--- config.mk ---
export PLATFORM = sky130hd
export DESIGN_NAME = cu_sequencer
export DESIGN_NICKNAME = d
export VERILOG_FILES = /design/src/rtl/cu_sequencer.sv
export SDC_FILE = /design/constraint.sdc
export NUM_CORES = 1
export LEC_CHECK = 0
export ABC_AREA = 1
export CAP_MARGIN = 20
export CORE_ASPECT_RATIO = 1.5
export CORE_MARGIN = 2
export CORE_UTILIZATION = 35
export DETAILED_ROUTE_END_ITERATION = 10
export PLACE_DENSITY = 0.68
export SYNTH_ARGS = -nofsm -noshare
export SYNTH_HDL_FRONTEND = slang
export SYNTH_SLANG_ARGS = --single-unit
--- constraint.sdc ---
create_clock -name clk -period 3.1 [get_ports clk]
set_input_delay 0.775 -clock clk [delete_from_list [all_inputs] [get_ports clk]]
set_output_delay 0.775 -clock clk [all_outputs]
set_load 0.01 [all_outputs]
--- src/rtl/cu_sequencer.sv ---
`default_nettype none
// ============================================================================
// Module      : cu_sequencer
// Description : Multi-cycle control unit. Fetches over a req/ack handshake,
//               holds the instruction for the external decoder, evaluates the
//               NZCV condition, strobes the ALU and commits RF/LR/flags/PC.
// Revision    : 1.0 - initial release
// ============================================================================
module cu_sequencer #(
    parameter logic [31:0]   RESET_PC   = 32'h0000_0000,
    parameter int            OP_W       = 5,
    // Instruction-class encodings produced by the decoder
    parameter logic [OP_W-1:0] OP_MOV_LAS = OP_W'(1),
    parameter logic [OP_W-1:0] OP_B       = OP_W'(2),
    parameter logic [OP_W-1:0] OP_BX      = OP_W'(3),
    parameter logic [OP_W-1:0] OP_ERET    = OP_W'(4)
) (
    input  logic            clk,
    input  logic            rst,
    output logic            imem_req,
    output logic [31:0]     imem_addr,
    input  logic            imem_ack,
    input  logic [31:0]     imem_rdata,
    output logic [31:0]     ir,
    input  logic [OP_W-1:0] dec_op,
    input  logic            dec_valid,
    input  logic [3:0]      dec_cond,
    input  logic            dec_s,
    input  logic            dec_l,
    input  logic            alu_n,
    input  logic            alu_z,
    input  logic            alu_c,
    input  logic            alu_v,
    input  logic [31:0]     alu_pc,
    output logic            cu_execute,
    output logic [OP_W-1:0] instruction,
    output logic            rf_we,
    output logic            lr_we,
    output logic [31:0]     pc,
    output logic            flag_n,
    output logic            flag_z,
    output logic            flag_c,
    output logic            flag_v,
    output logic            trap,
    output logic [2:0]      state_o
);

    typedef enum logic [2:0] {
        S_FETCH     = 3'd0,
        S_DECODE    = 3'd1,
        S_EXECUTE   = 3'd2,
        S_WRITEBACK = 3'd3,
        S_TRAP      = 3'd4
    } state_t;

    state_t          r_state;
    state_t          w_next;
    logic            r_started;   // low during reset so imem_req stays quiet
    logic [31:0]     r_pc;
    logic [31:0]     r_ir;
    logic [OP_W-1:0] r_instr;
    logic            r_n, r_z, r_c, r_v;
    logic            r_trap;

    logic            w_fetch_done;
    logic            w_cond_pass;
    logic            w_is_mov;
    logic            w_is_branch;
    logic            w_is_eret;
    logic [31:0]     w_pc_plus4;

    assign w_fetch_done = (r_state == S_FETCH) && r_started && imem_ack;
    assign w_is_mov     = (r_instr == OP_MOV_LAS);
    assign w_is_branch  = (r_instr == OP_B) || (r_instr == OP_BX);
    assign w_is_eret    = (r_instr == OP_ERET);
    assign w_pc_plus4   = r_pc + 32'd4;

    // Condition-code evaluation against the architectural flags
    always_comb begin
        w_cond_pass = 1'b0;
        case (dec_cond)
            4'b0000: w_cond_pass = r_z;
            4'b0001: w_cond_pass = !r_z;
            4'b0010: w_cond_pass = r_c;
            4'b0011: w_cond_pass = !r_c;
            4'b0100: w_cond_pass = r_n;
            4'b0101: w_cond_pass = !r_n;
            4'b0110: w_cond_pass = r_v;
            4'b0111: w_cond_pass = !r_v;
            4'b1000: w_cond_pass = r_c && !r_z;
            4'b1001: w_cond_pass = !r_c || r_z;
            4'b1010: w_cond_pass = (r_n == r_v);
            4'b1011: w_cond_pass = (r_n != r_v);
            4'b1100: w_cond_pass = !r_z && (r_n == r_v);
            4'b1101: w_cond_pass = r_z || (r_n != r_v);
            4'b1110: w_cond_pass = 1'b1;
            default: w_cond_pass = 1'b0;
        endcase
    end

    // State register
    always_ff @(posedge clk or posedge rst) begin
        if (rst) begin
            r_state <= S_FETCH;
        end else begin
            r_state <= w_next;
        end
    end

    // Next-state logic
    always_comb begin
        w_next = r_state;
        case (r_state)
            S_FETCH: begin
                if (w_fetch_done) w_next = S_DECODE;
            end
            S_DECODE: begin
                if (!dec_valid)       w_next = S_TRAP;
                else if (w_cond_pass) w_next = S_EXECUTE;
                else                  w_next = S_FETCH;
            end
            S_EXECUTE:   w_next = S_WRITEBACK;
            S_WRITEBACK: w_next = S_FETCH;
            S_TRAP:      w_next = S_TRAP;
            default:     w_next = S_FETCH;
        endcase
    end

    // Datapath registers: IR, latched op, PC, flags, trap
    always_ff @(posedge clk or posedge rst) begin
        if (rst) begin
            r_started <= 1'b0;
            r_pc      <= RESET_PC;
            r_ir      <= 32'h0;
            r_instr   <= '0;
            r_n       <= 1'b0;
            r_z       <= 1'b0;
            r_c       <= 1'b0;
            r_v       <= 1'b0;
            r_trap    <= 1'b0;
        end else begin
            r_started <= 1'b1;
            case (r_state)
                S_FETCH: begin
                    if (w_fetch_done) r_ir <= imem_rdata;
                end
                S_DECODE: begin
                    if (!dec_valid) begin
                        r_trap <= 1'b1;
                    end else begin
                        r_instr <= dec_op;
                        if (!w_cond_pass) r_pc <= w_pc_plus4;
                    end
                end
                S_WRITEBACK: begin
                    if (w_is_mov) begin
                        if (dec_s) begin
                            r_n <= alu_n;
                            r_z <= alu_z;
                            r_c <= alu_c;
                            r_v <= alu_v;
                        end
                        r_pc <= w_pc_plus4;
                    end else if (w_is_branch || w_is_eret) begin
                        r_pc <= alu_pc;
                    end else begin
                        r_pc <= w_pc_plus4;
                    end
                end
                default: ;
            endcase
        end
    end

    // Strobes are pure decodes of the registered state
    assign imem_req    = (r_state == S_FETCH) && r_started;
    assign imem_addr   = r_pc;
    assign cu_execute  = (r_state == S_EXECUTE);
    assign rf_we       = (r_state == S_WRITEBACK) && w_is_mov;
    assign lr_we       = (r_state == S_WRITEBACK) && w_is_branch && dec_l;
    assign ir          = r_ir;
    assign instruction = r_instr;
    assign pc          = r_pc;
    assign flag_n      = r_n;
    assign flag_z      = r_z;
    assign flag_c      = r_c;
    assign flag_v      = r_v;
    assign trap        = r_trap;
    assign state_o     = r_state;

endmodule
`default_nettype wire

==> metrics, run 1 <==
CP max FO=1; Unique masters post-synth=32; net switching fraction of the power=35.7%; maximum buffer depth of the clock tree=2; number of global-route vias before repair=4707; worst setup slack for register-to-register paths=about 1.1 ns; total routing usage reported by global routing=between 20% and 30%; Worst Reg2Reg Path Length in Cells=10; worst hold margin=about 0.48 ns; arrival time at the worst endpoint=1.95 ns; share of cells above drive strength 1=between 10% and 20%; wire length of the first global-routing pass=~24000 um; critical path type=in2out; Switch Pwr=roughly 1.9 mW; final standard cell area without fillers=roughly 6900 um^2; post-layout net count=approximately 860; buffers inserted during post-CTS setup optimization=0; post-placement cell area=approximately 6600 um^2; maximum level of the CTS H-tree=3; gate count after technology mapping=610; n_diodes=0; clock root buffer=clkbuf_16; number of buffers added by the clock tree synthesis step=9; Max Cap Violations=0; number of enable-type register cells in the synthesized netlist=0; GR met1 Demand/Resource=22.6%; total die area=between 10000 and 15000 um^2; global-route track usage on met2=about two fifths; post-placement worst setup slack=0.351 ns; cell types with the largest area share after synthesis=dfrtp_1 42%, nand2_1 14%, mux2_2 7.7%, nand3_1 6.3%, buf_4 5.1%; share of the clock period used by the worst path=between 80% and 90%; total vias in the final route=4602; average routed wire per standard cell=roughly 16 um; clock transition at the register clock pins on the worst setup and hold paths after CTS=roughly 0.070 ns; Leakage Power=2.96 nW; share of async-settable or async-resettable flops after synthesis=between 90% and 100%; RD Place Congestion=between 0.9 and 1; CP Data Required Time=2.32 ns; Core Rows=between 50 and 60; final number of max-transition violations=0; Bufs and invs on worst path=2; total I/O pin count=about 200; total core area=between 10000 and 15000 um^2; relative max-transition margin=57.2%; area of the multi-input gates=2190 um^2; final cell count without fillers=~940; starting density of the core=36.1%; post-route antenna net violation count=0; Yosys warning total=0; final-report hold violation count=0; type of element launching the critical path=input port; share of Yosys cell area claimed by the top area cell type=41.6%; critical path's top delay family=buffers and inverters; share of synthesized area occupied by flip-flops and latches=approximately two fifths; peak supply drop=approximately 0.43 mV; total routed wirelength=between 10000 and 15000 um; least setup slack across all paths after layout=0.376 ns; delay of the slowest cell on the worst path=between 0.5 and 0.6 ns; setup repair after global routing missed its margin=no; Finish-stage setup viols=0; maximum clock rate=between 300 and 400 MHz; fraction of power consumed by sequential logic=between 30% and 40%; library cell occupying the most area in the post-synthesis netlist=dfrtp_1; synthesized area=~4700 um^2; overall power after layout=roughly 5.4 mW; master of the slowest instance on the critical path=clkdlybuf4s50_1; end of the worst register-to-register path=imem_addr[18]; insertion delay to the later sink of the worst-skew pair=around 0.34 ns; Detail Placement HPWL=between 10000 and 15000 um; share of total power in combinational logic=between 40 and 50%; Setup Total Neg Slack=0 ns; clock net sink count=78; placed instance count=~920; count of buffers from port buffering=around 200; routing layer with the top usage in global route=met2; detailed-route vias per instance=between 4 and 5; Most common cell on crit path=clkdlybuf4s50_1; commonest cells in the netlist=174 x nand2_1, 78 x dfrtp_1, 61 x nor2_1, 59 x nand3_1, 54 x inv_1; synthesized flop and latch total=between 70 and 80; met3 track demand over resource in global routing=about 4.8%; count of hold-fix buffers inserted at cts=0; sequential cell area=1950 um^2; pin count of the biggest net entering global routing=~80; Min-Delay Path Class=reg2reg; worst hold path cell count=2; TritonRoute pass-1 iters=4; y dimension of the die=about 150 um; Tmin final=2.72 ns; Post-Syn Nets=about 700; Synth-to-Final Area Change=46.6%; most common flop cell mapped by yosys=dfrtp_1; number of remaining DRC errors=0; FILL cells=1280; CTS tree=built; final core utilization=52.9%; global route overflow=0; hold path endpoint=trap; start point of the worst min-delay path=trap; cell-internal power=3.49 mW; run status=complete, no violations; Worst Setup End Kind=output pin; number of antenna violations at the first check in global routing=0; power density of the placed cells=approximately 790 nW/um^2; Resize count post-CTS=0; Worst R2R Start=imem_addr[3]; Clock Power Share=roughly 20%; mean instance size in the synthesized netlist=about 7.7 um^2; Clock Skew=0.00830 ns; die width=just under 100 um; most frequently used cell type in the post-synthesis netlist=nand2_1; DRT iter0 DRCs=170; Least-Margin Pin Slew=approximately 0.64 ns; Critical Path, Cell by Cell=clkdlybuf4s50_1 -> nand2_1 -> nor2_1 -> clkdlybuf4s50_1
==> cells in the final DEF (no fill, tap or decap), types with 7 or more instances in the layout <==
cell type / n
nand3_1: 59
clkdlybuf4s50_1: 195
mux2_2: 32
nor3_1: 9
clkbuf_16: 9
nand2_1: 174
o21ai_0: 31
dfrtp_1: 78
inv_1: 53
xor2_1: 7
or2_2: 14
nor2_1: 61
nand3_2: 11
==> flip-flops by register name (all words and copies together), names as in the netlist <==
signal,count
flag_c,1
flag_n,1
flag_v,1
flag_z,1
imem_addr,32
instruction,5
ir,32
r_started,1
state_o,3
trap,1
==> kinds of logic after synthesis <==
kind of cell	count (synthesis)	share of synthesized area, %
other	1	0.0799
XOR/XNOR	9	1.68
adder cells (fa/ha/maj)	1	0.266
AO/OA/AOI/OAI	40	4.45
multiplexers	32	7.68
buffers and inverters	106	11.8
flip-flops	78	41.6
AND/OR/NAND/NOR	343	32.4
==> metal layers <==
layer | up-vias | routed length [um]
li1 | 2231 | -
met1 | 2150 | 5270
met2 | 189 | 7930
met3 | 32 | 1040
met4 | 0 | 532
met5 | - | 0
==> worst max path at each step <==
stage               endpoint  cells past startpoint        from
floorplan             flag_c                      1         rst
global placement       lr_we                      4       dec_l
detailed placement     lr_we                      4       dec_l
CTS                    lr_we                      4       dec_l
global route           rf_we                      6  state_o[2]
finish                 lr_we                      4       dec_l
==> power groups by stage <==
stage | combinational [mW] | clock (mW) | sequential [mW]
floorplan | 1.11 | 0 | 1.94
global placement | 2.48 | 0 | 1.82
detailed placement | 2.53 | 0 | 1.84
CTS | 2.54 | 1.13 | 1.83
global route | 2.72 | 1.18 | 1.89
finish | 2.50 | 1.10 | 1.82
==> tightest hold or removal path: cells and delay by family, from the launching register on <==
| family | cells | cell delay [ns] |
|---|---|---|
| buffers and inverters | 1 | 0.04 |
| flip-flops | 1 | 0.35 |
| AND/OR/NAND/NOR | 1 | 0.05 |
==> area by class of cell <==
class / instances / area share, %
repair buffers: 201 / 29.4
inverters: 57 / 3.13
well taps: 159 / 2.89
multi-input cells: 426 / 31.8
flip-flops and latches: 78 / 28.4
clock buffers: 9 / 3.27
clock inverters: 7 / 1.16
Note: power is estimated with default switching activity, not from simulation.
==> run 2, diff against run 1 <==
--- a/config.mk
+++ b/config.mk
@@ -9,9 +9,9 @@
 export CAP_MARGIN = 20
 export CORE_ASPECT_RATIO = 1.5
 export CORE_MARGIN = 2
-export CORE_UTILIZATION = 35
+export CORE_UTILIZATION = 44
 export DETAILED_ROUTE_END_ITERATION = 10
-export PLACE_DENSITY = 0.68
+export PLACE_DENSITY = 0.82
 export SYNTH_ARGS = -nofsm -noshare
 export SYNTH_HDL_FRONTEND = slang
 export SYNTH_SLANG_ARGS = --single-unit
==> run 2 against run 1 <==
Net effect:
- register-to-register slack lost 0.46 ns
- critical path depth grew 2
- via count grew 0.39%
- final cell count shrank 1.6%
- sequential power is essentially flat
- clock-buffer cell count grew 2
- critical endpoint is now rf_we
==> metrics, run 2 (synthesized netlist as in run 1, its figures left out) <==
arrival time at the worst endpoint=about 2 ns; Detail Placement HPWL=between 10000 and 15000 um; total routing usage reported by global routing=24.8%; clock net sink count=between 70 and 80; final-report hold violation count=0; CP max FO=4; run status=complete, no violations; Least-Margin Pin Slew=just over 0.7 ns; power density of the placed cells=778 nW/um^2; worst hold margin=between 0.4 and 0.5 ns; Setup Total Neg Slack=0 ns; critical path type=reg2out; Finish-stage setup viols=0; wire length of the first global-routing pass=~22000 um; commonest non-fill, non-tap cell in the layout=clkdlybuf4s50_1; Min-Delay Path Class=reg2reg; post-route antenna net violation count=0; number of global-route vias before repair=4653; post-layout net count=858; most frequent cells in the layout=195 x clkdlybuf4s50_1, 174 x nand2_1, 78 x dfrtp_1; total core area=between 10000 and 15000 um^2; total I/O pin count=slightly below 200; Max Cap Violations=0; starting density of the core=between 40% and 50%; Tmin final=~2.8 ns; clock root buffer=clkbuf_16; Resize count post-CTS=0; RD Place Congestion=~0.97; number of remaining DRC errors=0; die width=~88 um; number of antenna violations at the first check in global routing=0; maximum clock rate=roughly 360 MHz; Core Rows=46; clock transition at the register clock pins on the worst setup and hold paths after CTS=~0.06 ns; setup repair after global routing missed its margin=no; final core utilization=about two thirds; DRT iter0 DRCs=about 250; Synth-to-Final Area Change=45.5%; CTS tree=built; Clock Skew=between 0.01 and 0.015 ns; share of cells above drive strength 1=11.7%; maximum buffer depth of the clock tree=2; total vias in the final route=4620; y dimension of the die=131 um; total die area=11500 um^2; count of hold-fix buffers inserted at cts=0; type of element launching the critical path=register; number of buffers added by the clock tree synthesis step=9; peak supply drop=0.508 mV; relative max-transition margin=53.0%; maximum level of the CTS H-tree=3; Leakage Power=2.94 nW; pin count of the biggest net entering global routing=42; buffers inserted during post-CTS setup optimization=0; n_diodes=0; CP Data Required Time=2.32 ns; total routed wirelength=14100 um; post-placement worst setup slack=0.377 ns; detailed-route vias per instance=around 5.0; final number of max-transition violations=0; Worst Setup End Kind=output pin; share of the clock period used by the worst path=approximately nine tenths; average routed wire per standard cell=~15 um; insertion delay to the later sink of the worst-skew pair=0.34 ns; global route overflow=0; TritonRoute pass-1 iters=5; least setup slack across all paths after layout=about 0.31 ns; count of buffers from port buffering=approximately 200
-- run 2: cell count changes in the layout (fill, tap and decap cells not counted) --
cell,delta
bufinv_16,-1
clkinvlp_4,-1
inv_6,-1
buf_4,+1
clkbuf_1,+2
-- run 2: worst paths after layout --
check / startpoint / cells after the start / slack, ns / end
min in group asynchronous: rst / 2 / 0.84 / ir[9]
min: trap / 2 / 0.49 / trap
min reg2reg: trap / 2 / 0.49 / trap
max reg2reg: state_o[0] / 11 / 0.62 / imem_addr[12]
max in group asynchronous: rst / 3 / 1.58 / ir[8]
max: state_o[2] / 6 / 0.31 / rf_we
-- run 2: power breakdown --
part	leakage [nW]	total (mW)	internal [mW]	switching, mW
clock network	0.126	0.982	0.544	0.438
registers	0.960	1.83	1.42	0.404
logic	1.86	2.51	1.43	1.07
total	2.94	5.32	3.40	1.91
-- run 2: area by class of cell --
cell class              instances  area, um^2
inverters                      57         215
well taps                     144         180
clock inverters                 4        33.8
fillers                       917        3640
multi-input cells             426        2190
flip-flops and latches         78        1950
repair buffers                202        2030
clock buffers                  11         233
-- run 2: metrics by stage --
step | instance area, um^2 | power, mW | cells
finish | 6830 | 5.32 | 922
global route | 6830 | 5.64 | 922
CTS | 6830 | 5.35 | 922
detailed placement | 6560 | 4.35 | 907
global placement | 6560 | 4.26 | 907
floorplan | 4690 | 3.05 | 610
-- run 2: routing by layer --
| metal | track usage, % | vias to the layer above | wire length [um] |
|---|---|---|---|
| met5 | 0 | - | 0 |
| met4 | 12.5 | 0 | 532 |
| met3 | 6.09 | 34 | 892 |
| met2 | 44.2 | 171 | 7580 |
| met1 | 26.9 | 2184 | 5100 |
| li1 | - | 2231 | - |
-- run 2: critical path, cell delays in order, from the launching register on --
cell and delay [ns]:
dfrtp_1 0.42, nor2_1 0.12, inv_1 0.07, nor2_1 0.21
inv_1 0.09, nor2_1 0.19, clkdlybuf4s50_1 0.59
==> patch (config.mk and constraints of run 1) <==
Set the parameter `OP_W` to 10 (it was 5).
--- a/src/rtl/cu_sequencer.sv
+++ b/src/rtl/cu_sequencer.sv
@@ -8,7 +8,7 @@
 // ============================================================================
 module cu_sequencer #(
     parameter logic [31:0]   RESET_PC   = 32'h0000_0000,
-    parameter int            OP_W       = 5,
+    parameter int            OP_W       = 10,
     // Instruction-class encodings produced by the decoder
     parameter logic [OP_W-1:0] OP_MOV_LAS = OP_W'(1),
     parameter logic [OP_W-1:0] OP_B       = OP_W'(2),
Interface: changed (resized dec_op and instruction); port bits go from 196 to 206. No check against the original RTL was run, so the function may have changed too.
==> patch against run 1 <==
Synthesized cell count is 2.5% higher; worst setup slack worse by 0.063 ns; cell count is 3.2% higher; sequential share of layout area is 0.60 points higher; synthesized area is 4.9% higher; sequential cell count is 5 higher; cell area is 4.2% higher; die area is 4.7% higher; routed wire length is 5.0% lower; via count is 0.26% lower; power is 5.1% lower; critical endpoint is now rf_we; largest cell class unchanged; largest power group unchanged; highest routed layer unchanged.
==> patch: results (changes against run 1) <==
Worst IR Drop VDD: 0.4893 mV (was 0.4267 mV)
Max Clock Skew: 0.007180 ns (was 0.008297 ns)
Synth Net Count: 714 (was 694)
worst-path fanout max: 3 (was 1)
Arrival @ worst endpoint: 2.01 ns (was 1.95 ns)
sequential share of the synthesized area: 0.4220 (was 0.4158)
status: completed (unchanged)
pre-CTS WS: 0.3214 ns (was 0.3510 ns)
total number of vias: 4590 (was 4602)
Lkg Pwr: 3.133 nW (was 2.956 nW)
vias in the first global route: 4680 (was 4707)
TritonRoute pass-1 iters: 5 (was 4)
synth unique cells: 36 (was 32)
synth top area cells: dfrtp_1 (42%), nand2_1 (13%), mux2_2 (8.2%) (was dfrtp_1 (42%), nand2_1 (14%), mux2_2 (7.7%))
Worst Max-Slew Pin Slew: 0.7599 ns (was 0.6387 ns)
post-DP HPWL: 10810 um (was 11290 um)
Final Non-Filler Cells: 967 (was 937)
max incr delay on CP: 0.58 ns (was 0.55 ns)
Gate power share: 0.446 (was 0.461)
share of cells above drive strength 1: 0.09352 (was 0.1195)
Power Internal: 0.003379 W (was 0.003486 W)
average cell area after synthesis: 7.876 um2 (was 7.696 um2)
register-to-register setup slack: 0.82 ns (was 1.08 ns)
final WL: 14030 um (was 14770 um)
gpl congestion: 0.9251 (was 0.9382)
global-route wire length before repair: 22360 um (was 24070 um)
setup ws final: 0.3132 ns (was 0.3761 ns)
largest net degree at the start of global routing: 40 (was 79)
Detailed Route Iter0 Violations: 132 (was 170)
==> patch: power by group through the flow <==
stage / logic (W) / registers (W) / clock network, W
finish: 0.00229 / 0.00181 / 0.00104
global route: 0.00251 / 0.00188 / 0.00112
CTS: 0.00233 / 0.00182 / 0.00107
detailed placement: 0.00232 / 0.00184 / 0
global placement: 0.00231 / 0.00182 / 0
floorplan: 0.00101 / 0.00196 / 0
==> patch: worst reg2reg max path, cell delays in order (launching register included) <==
cell and delay (ns):
dfrtp_1 0.39, or2_0 0.23, nor2_1 0.18, nand3_1 0.09, nand2_1 0.09, nand2_2 0.25, inv_1 0.57, nand2_1 0.18
nand2_1 0.10, nand2_1 0.05, o21ai_0 0.08
==> patch: per-layer routing <==
layer	track usage	part of all wire	up-vias
met5	0	0	-
met3	0.04452	0.054	27
met1	0.2000	0.37	2118
met2	0.3483	0.55	138
met4	0.08288	0.032	0
li1	-	-	2307
==> patch: cell type report <==
class / count / area, um2
fillers: 1351 / 6690
multi-input cells: 442 / 2298
clock buffers: 9 / 225.2
well taps: 165 / 206.4
inverters: 50 / 188.9
flip-flops and latches: 83 / 2077
clock inverters: 7 / 63.81
repair buffers: 211 / 2110
==> patch: worst paths after layout <==
path,start,to,cells past startpoint
worst max-delay path,instruction[9],rf_we,5
worst min-delay path,trap,trap,2
worst max register to register,instruction[9],imem_addr[9],10
worst min register to register,trap,trap,2
max in group asynchronous,rst,state_o[1],3
min in group asynchronous,rst,imem_addr[1],2
==> patch: stage by stage <==
| step | instance area, um2 | power (W) | hold WS, ns | utilization |
|---|---|---|---|---|
| floorplan | 4922 | 0.002976 | 0.5004 | - |
| global placement | 6880 | 0.004123 | 0.4494 | 0.4964 |
| detailed placement | 6880 | 0.004155 | 0.4658 | 0.4964 |
| CTS | 7169 | 0.005220 | 0.4881 | 0.5173 |
| global route | 7169 | 0.005509 | 0.5107 | 0.5173 |
| finish | 7169 | 0.005147 | 0.4862 | 0.5173 |
==> patch: logic make-up after synthesis <==
group | Yosys count | synth area share
AO/OA/AOI/OAI | 22 | 0.02415
flip-flops | 83 | 0.4220
AND/OR/NAND/NOR | 367 | 0.3305
multiplexers | 36 | 0.08236
buffers and inverters | 100 | 0.1111
adder cells (fa/ha/maj) | 1 | 0.002542
XOR/XNOR | 15 | 0.02669
other | 1 | 0.0007619
